`src/rtl/block_put_pkg.sv`:
```
// block_put_pkg: shared tile/matrix defaults and FSM state encoding for block_put.
package block_put_pkg;
    localparam int DATA_W_DEF = 16;
    localparam int J_DEF      = 2;
    localparam int K_DEF      = 2;
    localparam int ADDR_W_DEF = 10;
    typedef enum logic [1:0] {IDLE, WRITE, DONE, READ} state_t;
endpackage

```
`src/rtl/block_put_addr_gen.sv`:
```
// block_put_addr_gen: row-major slot counters, wide address multiply-add and range check.
module block_put_addr_gen
    import block_put_pkg::*;
#(
    parameter int ADDR_W = ADDR_W_DEF,
    parameter int J      = J_DEF,
    parameter int K      = K_DEF,
    localparam int IW    = (J * K > 1) ? $clog2(J * K) : 1
) (
    input  logic              clk,
    input  logic              rst,
    input  logic              adv,
    input  logic [ADDR_W-1:0] row,
    input  logic [ADDR_W-1:0] col,
    input  logic [ADDR_W-1:0] num_cols,
    input  logic [ADDR_W-1:0] matrix_len,
    output logic [ADDR_W-1:0] a,
    output logic [IW-1:0]     idx,
    output logic              valid_slot,
    output logic              last_slot
);
    localparam int RW = (J > 1) ? $clog2(J) : 1;
    localparam int CW = (K > 1) ? $clog2(K) : 1;
    localparam int WW = 2 * ADDR_W + 2;
    logic [RW-1:0] r;
    logic [CW-1:0] c;
    logic [WW-1:0] rr, cc, a_w;
    always_ff @(posedge clk or posedge rst) begin
        if (rst) begin
            r <= '0;
            c <= '0;
        end else if (adv) begin
            c <= (c == CW'(K - 1)) ? '0 : c + 1'b1;
            if (c == CW'(K - 1))
                r <= (r == RW'(J - 1)) ? '0 : r + 1'b1;
        end
    end
    // Wide enough that (row+r)*num_cols+col+c never wraps before the range test.
    always_comb begin
        rr         = WW'(row) + WW'(r);
        cc         = WW'(col) + WW'(c);
        a_w        = rr * WW'(num_cols) + cc;
        valid_slot = (cc < WW'(num_cols)) && (a_w < WW'(matrix_len));
        a          = a_w[ADDR_W-1:0];
        idx        = IW'(int'(r) * K + int'(c));
        last_slot  = (r == RW'(J - 1)) && (c == CW'(K - 1));
    end
endmodule

```
`src/rtl/block_put.sv`:
```
// block_put: writes a J x K tile into a row-major matrix buffer, clipping overhang.
// BLOCK_PUT_ACCUM_EN adds read-modify-write accumulation via mem_re/mem_rdata.
module block_put
    import block_put_pkg::*;
#(
    parameter int DATA_W = DATA_W_DEF,
    parameter int J      = J_DEF,
    parameter int K      = K_DEF,
    parameter int ADDR_W = ADDR_W_DEF
) (
    input  logic                  clk,
    input  logic                  rst,
    input  logic                  start,
    input  logic [ADDR_W-1:0]     start_row,
    input  logic [ADDR_W-1:0]     start_col,
    input  logic [ADDR_W-1:0]     num_cols,
    input  logic [ADDR_W-1:0]     matrix_len,
    input  logic [J*K*DATA_W-1:0] block,
`ifdef BLOCK_PUT_ACCUM_EN
    output logic                  mem_re,
    input  logic [DATA_W-1:0]     mem_rdata,
`endif
    output logic                  mem_we,
    output logic [ADDR_W-1:0]     mem_addr,
    output logic [DATA_W-1:0]     mem_wdata,
    output logic                  busy,
    output logic                  done
);
    localparam int IW = (J * K > 1) ? $clog2(J * K) : 1;
    state_t state, state_n;
    logic [ADDR_W-1:0]     row_q, col_q, nc_q, len_q, addr_n;
    logic [J*K*DATA_W-1:0] blk_q, blk_src;
    logic [ADDR_W-1:0]     a;
    logic [IW-1:0]         idx;
    logic [DATA_W-1:0]     elem;
    logic idle, load, valid_slot, last_slot, last_q, last_n, we_n, busy_n, done_n;
    // While idle the origin comes straight from the inputs so slot 0 lands on the start edge.
    assign idle    = (state == IDLE);
    assign load    = (idle && start) || (state == WRITE && !last_q);
    assign blk_src = idle ? block : blk_q;
    assign elem    = blk_src[int'(idx)*DATA_W +: DATA_W];
    block_put_addr_gen #(.ADDR_W(ADDR_W), .J(J), .K(K)) u_addr_gen (
        .clk        (clk),
        .rst        (rst),
        .adv        (load),
        .row        (idle ? start_row : row_q),
        .col        (idle ? start_col : col_q),
        .num_cols   (idle ? num_cols : nc_q),
        .matrix_len (idle ? matrix_len : len_q),
        .a          (a),
        .idx        (idx),
        .valid_slot (valid_slot),
        .last_slot  (last_slot)
    );
`ifdef BLOCK_PUT_ACCUM_EN
    logic [DATA_W-1:0] elem_q, elem_n;
    logic              val_q, val_n, re_n;
    // Read data arrives in the write cycle, so the sum is formed on the way out.
    assign mem_wdata = mem_we ? DATA_W'(mem_rdata + elem_q) : '0;
`else
    logic [DATA_W-1:0] wdata_n;
`endif
    always_comb begin
        state_n = state;
        busy_n  = busy;
        done_n  = 1'b0;
        we_n    = 1'b0;
        addr_n  = mem_addr;
        last_n  = last_q;
`ifdef BLOCK_PUT_ACCUM_EN
        re_n    = 1'b0;
        elem_n  = elem_q;
        val_n   = val_q;
`else
        wdata_n = mem_wdata;
`endif
        if (load) begin
            last_n = last_slot;
            addr_n = a;
            busy_n = 1'b1;
`ifdef BLOCK_PUT_ACCUM_EN
            re_n    = valid_slot;
            val_n   = valid_slot;
            elem_n  = elem;
            state_n = READ;
        end else if (state == READ) begin
            we_n    = val_q;
            state_n = WRITE;
`else
            we_n    = valid_slot;
            wdata_n = elem;
            state_n = WRITE;
`endif
        end else if (state == WRITE) begin
            state_n = DONE;
            busy_n  = 1'b0;
            done_n  = 1'b1;
        end else if (state == DONE) begin
            state_n = IDLE;
        end
    end
    always_ff @(posedge clk or posedge rst) begin
        if (rst) begin
            state    <= IDLE;
            mem_we   <= 1'b0;
            mem_addr <= '0;
            busy     <= 1'b0;
            done     <= 1'b0;
            last_q   <= 1'b0;
            row_q    <= '0;
            col_q    <= '0;
            nc_q     <= '0;
            len_q    <= '0;
            blk_q    <= '0;
`ifdef BLOCK_PUT_ACCUM_EN
            mem_re   <= 1'b0;
            elem_q   <= '0;
            val_q    <= 1'b0;
`else
            mem_wdata <= '0;
`endif
        end else begin
            state    <= state_n;
            mem_we   <= we_n;
            mem_addr <= addr_n;
            busy     <= busy_n;
            done     <= done_n;
            last_q   <= last_n;
`ifdef BLOCK_PUT_ACCUM_EN
            mem_re   <= re_n;
            elem_q   <= elem_n;
            val_q    <= val_n;
`else
            mem_wdata <= wdata_n;
`endif
            if (idle && start) begin
                row_q <= start_row;
                col_q <= start_col;
                nc_q  <= num_cols;
                len_q <= matrix_len;
                blk_q <= block;
            end
        end
    end
endmodule

```
`config.mk`:
```
export PLATFORM = sky130hd
export DESIGN_NAME = block_put
export DESIGN_NICKNAME = d
export VERILOG_FILES = /design/src/rtl/block_put_pkg.sv /design/src/rtl/block_put_addr_gen.sv /design/src/rtl/block_put.sv
export SDC_FILE = /design/constraint.sdc
export NUM_CORES = 1
export LEC_CHECK = 0
export BUFFER_PORTS_ARGS = -buffer_cell sky130_fd_sc_hd__buf_2
export CAP_MARGIN = 20
export CORE_MARGIN = 10
export CORE_UTILIZATION = 65
export DETAILED_ROUTE_END_ITERATION = 7
export MAX_ROUTING_LAYER = met4
export PLACE_DENSITY_LB_ADDON = 0.2
export SYNTH_ARGS = -nofsm -noshare
export SYNTH_HDL_FRONTEND = slang
export SYNTH_SLANG_ARGS = --single-unit
```
`constraint.sdc`:
```
create_clock -name clk -period 26 [get_ports clk]
set_clock_uncertainty 0.1 [all_clocks]
set_input_delay 1.3 -clock clk [delete_from_list [all_inputs] [get_ports clk]]
set_output_delay 1.3 -clock clk [all_outputs]
set_load 0.02 [all_outputs]
```
==> metrics.yaml <==
floorplan:
  rows: 48
  core_um2: 17300
  start_util_pct: 66.37
  die_area_um2: 23380
  ios: 136
  die_w_um: 152.9
  die_h_um: 152.9
placed_design:
  place_hpwl_um: 22580
  globalplace.congestion: 0.9175
  port_buffers: 135
critical_path:
  worstPathRequired_ns: 26.22
  crit_slowest_cell: "buf_4"
  crit_arrival_ns: 9.10
  start_kind: "flip-flop"
  worstRegToRegCells: 28
  end_kind: "flip-flop"
  critical-path-max-stage-delay_ns: 0.60
  critPathKind: "flip-flop to flip-flop"
  crit_fanout: 37
drt:
  wl_per_cell_um: 18.91
  top_layer_used: "met4"
  vias: 9523
  met2WireLength_um: 14870
  final_antenna_net_count: 0
  route.met3.wl_um: 2479
  vias_per_cell: 5.846
  drt-initial-drc-count: 669
  wl_um: 30810
  drcViolationCount: 0
  firstDrtPassIters: 5
  wirelength_met1_um: 12850
sta:
  min_period_over_period_pct: 34.12
  fmax_mhz: 112.7
  relSlewSlack_pct: 34.30
  tightest_slew_ns: 0.9856
  setup_violations: 0
  final.setup.tns_ns: 0
  final_max_slew_viol_count: 0
  rsz0062_at_grt: "false"
  hold_viol_final: 0
  min_period_ns: 8.872
synth:
  synthCells: 1273
  yosysUniqueCellTypes: 56
  synth.net_count: 1546
  synthTopCellsByArea: "dfrtp_1 30%, fa_1 14%, nand2_1 13%, ha_1 9.2%, mux4_2 6.3%"
  netlist_area_um2: 11480
  synth_most_common_cell: "nand2_1"
  ys_async_sr_fraction_pct: 100.0
  synth_ff_type: "dfrtp_1"
  avgSynthCellArea_um2: 9.018
  ys_ff_latch: 138
  yosysTopAreaCell: "dfrtp_1"
  synth_top_cells_by_count: "388 x nand2_1, 138 x dfrtp_1, 110 x inv_1"
  synth_top_area_share_pct: 30.08
  ys_seq_area_share_pct: 30.08
  synth_warnings: 0
  synth_edf_count: 0
final_layout:
  final_layout_size_suffix_gt1_share_pct: 16.93
  area_growth_pct: 13.11
  nets: 1660
status:
  status: "finished, final reports clean"
run:
  maxCapViolCount: 0
cts:
  cts_setup_buffers: 0
  cts-root-buf: "clkbuf_16"
  clk_latency_ns: 0.43
  cts-buffers-inserted: 17
  hold_buffers: 0
  cts_tree: "yes"
  cts.repair.resized: 0
  htree_num_levels: 4
  path_clk_slew_ns: 0.07
  cts_buffer_depth: 2
  clkSinkCount: 138
global_routing:
  grt.overflow.total: 0
  grt_use_total_pct: 27.12
  grt_pass1_wl_um: 50390
  grt_pass1_vias: 9821
  grt_max_degree: 106
  antenna_found_initial: 4
hold_path:
  min_path_cells: 2
  hold_path_class: "flip-flop to flip-flop"
## worst paths after layout
kind,slack [ns],endpoint,start
min reg2reg,0.37,blk_q[62],blk_q[62]
max reg2reg,17.13,mem_we,state[0]
max in group asynchronous,23.54,u_addr_gen.c,rst
min,0.37,blk_q[62],blk_q[62]
max,17.13,mem_we,state[0]
min in group asynchronous,0.82,mem_we,rst
## placed cells by master, fill, tap and decap left out, types with 3 or more instances in the layout
cell       count
or2_1          3
a21oi_1       42
mux2i_1       51
fa_1          82
diode_2        4
inv_6          8
a22oi_1        3
o22ai_1        4
nor3_1         8
a211oi_1       8
a21o_1        13
or2_2          5
xor2_1        11
dfrtp_1      138
xnor2_1       18
o21ai_1        5
nor2_1        82
nand2b_1      15
buf_2        135
ha_1          84
nand2_1      387
nand3_1       22
and3_1         7
o21ai_0       13
nand4_1        7
mux2_2        10
mux4_2        32
and2_1        10
buf_4         14
o31ai_1        3
nor2b_1       11
clkbuf_16     17
inv_1        109
## metal layers
layer	vias to the layer above	global-route usage (%)
li1	4399	-
met1	4667	34.95
met2	410	41.34
met3	47	7.015
met4	0	8.583
met5	-	-
## sequential cells by signal, indices dropped and copies added (netlist names)
| register | cells |
|---|---|
| blk_q | 64 |
| u_addr_gen.c | 1 |
| mem_wdata | 16 |
| mem_we | 1 |
| last_q | 1 |
| busy | 1 |
| row_q | 10 |
| nc_q | 10 |
| u_addr_gen.r | 1 |
| col_q | 10 |
| len_q | 10 |
| mem_addr | 10 |
| done | 1 |
| state | 2 |
## cell families after synthesis
family | after synthesis | share of synthesized area (%)
compound gates | 114 | 6.387
xor+xnor | 29 | 2.213
fa+ha+maj | 166 | 23.46
buf+inv | 166 | 5.624
flops | 138 | 30.08
mux | 93 | 11.71
simple gates | 567 | 20.53
## stage by stage
step	area [um^2]	hold WS [ns]	instances	utilization (%)	setup WS [ns]
after floorplan	11480	0.3403	1273	-	17.43
after global placement	12340	0.3514	1591	71.33	17.34
after detailed placement	12340	0.3570	1591	71.33	17.14
after CTS	12930	0.3734	1623	74.78	17.10
after global routing	12990	0.3937	1629	75.07	16.46
final	12990	0.3697	1629	75.07	17.13
## worst max-delay path: cells and delay by family (launching register included)
kind / cells / cell delay [ns]
flops: 1 / 0.48
simple gates: 8 / 1.69
fa+ha+maj: 7 / 3.26
compound gates: 6 / 1.76
buf+inv: 7 / 1.44
## layout make-up
class	count	area, um^2
Clock inverter	15	172.7
Fill cell	1221	4312
Tap cell	225	281.5
Sequential cell	138	3453
Antenna cell	4	10.01
Clock buffer	17	425.4
Inverter	110	417.9
Multi-Input combinational cell	969	7403
Timing Repair Buffer	151	820.8
Power is not shown: default switching activity piles up to over one toggle a cycle in this logic, so the estimate is an artifact.
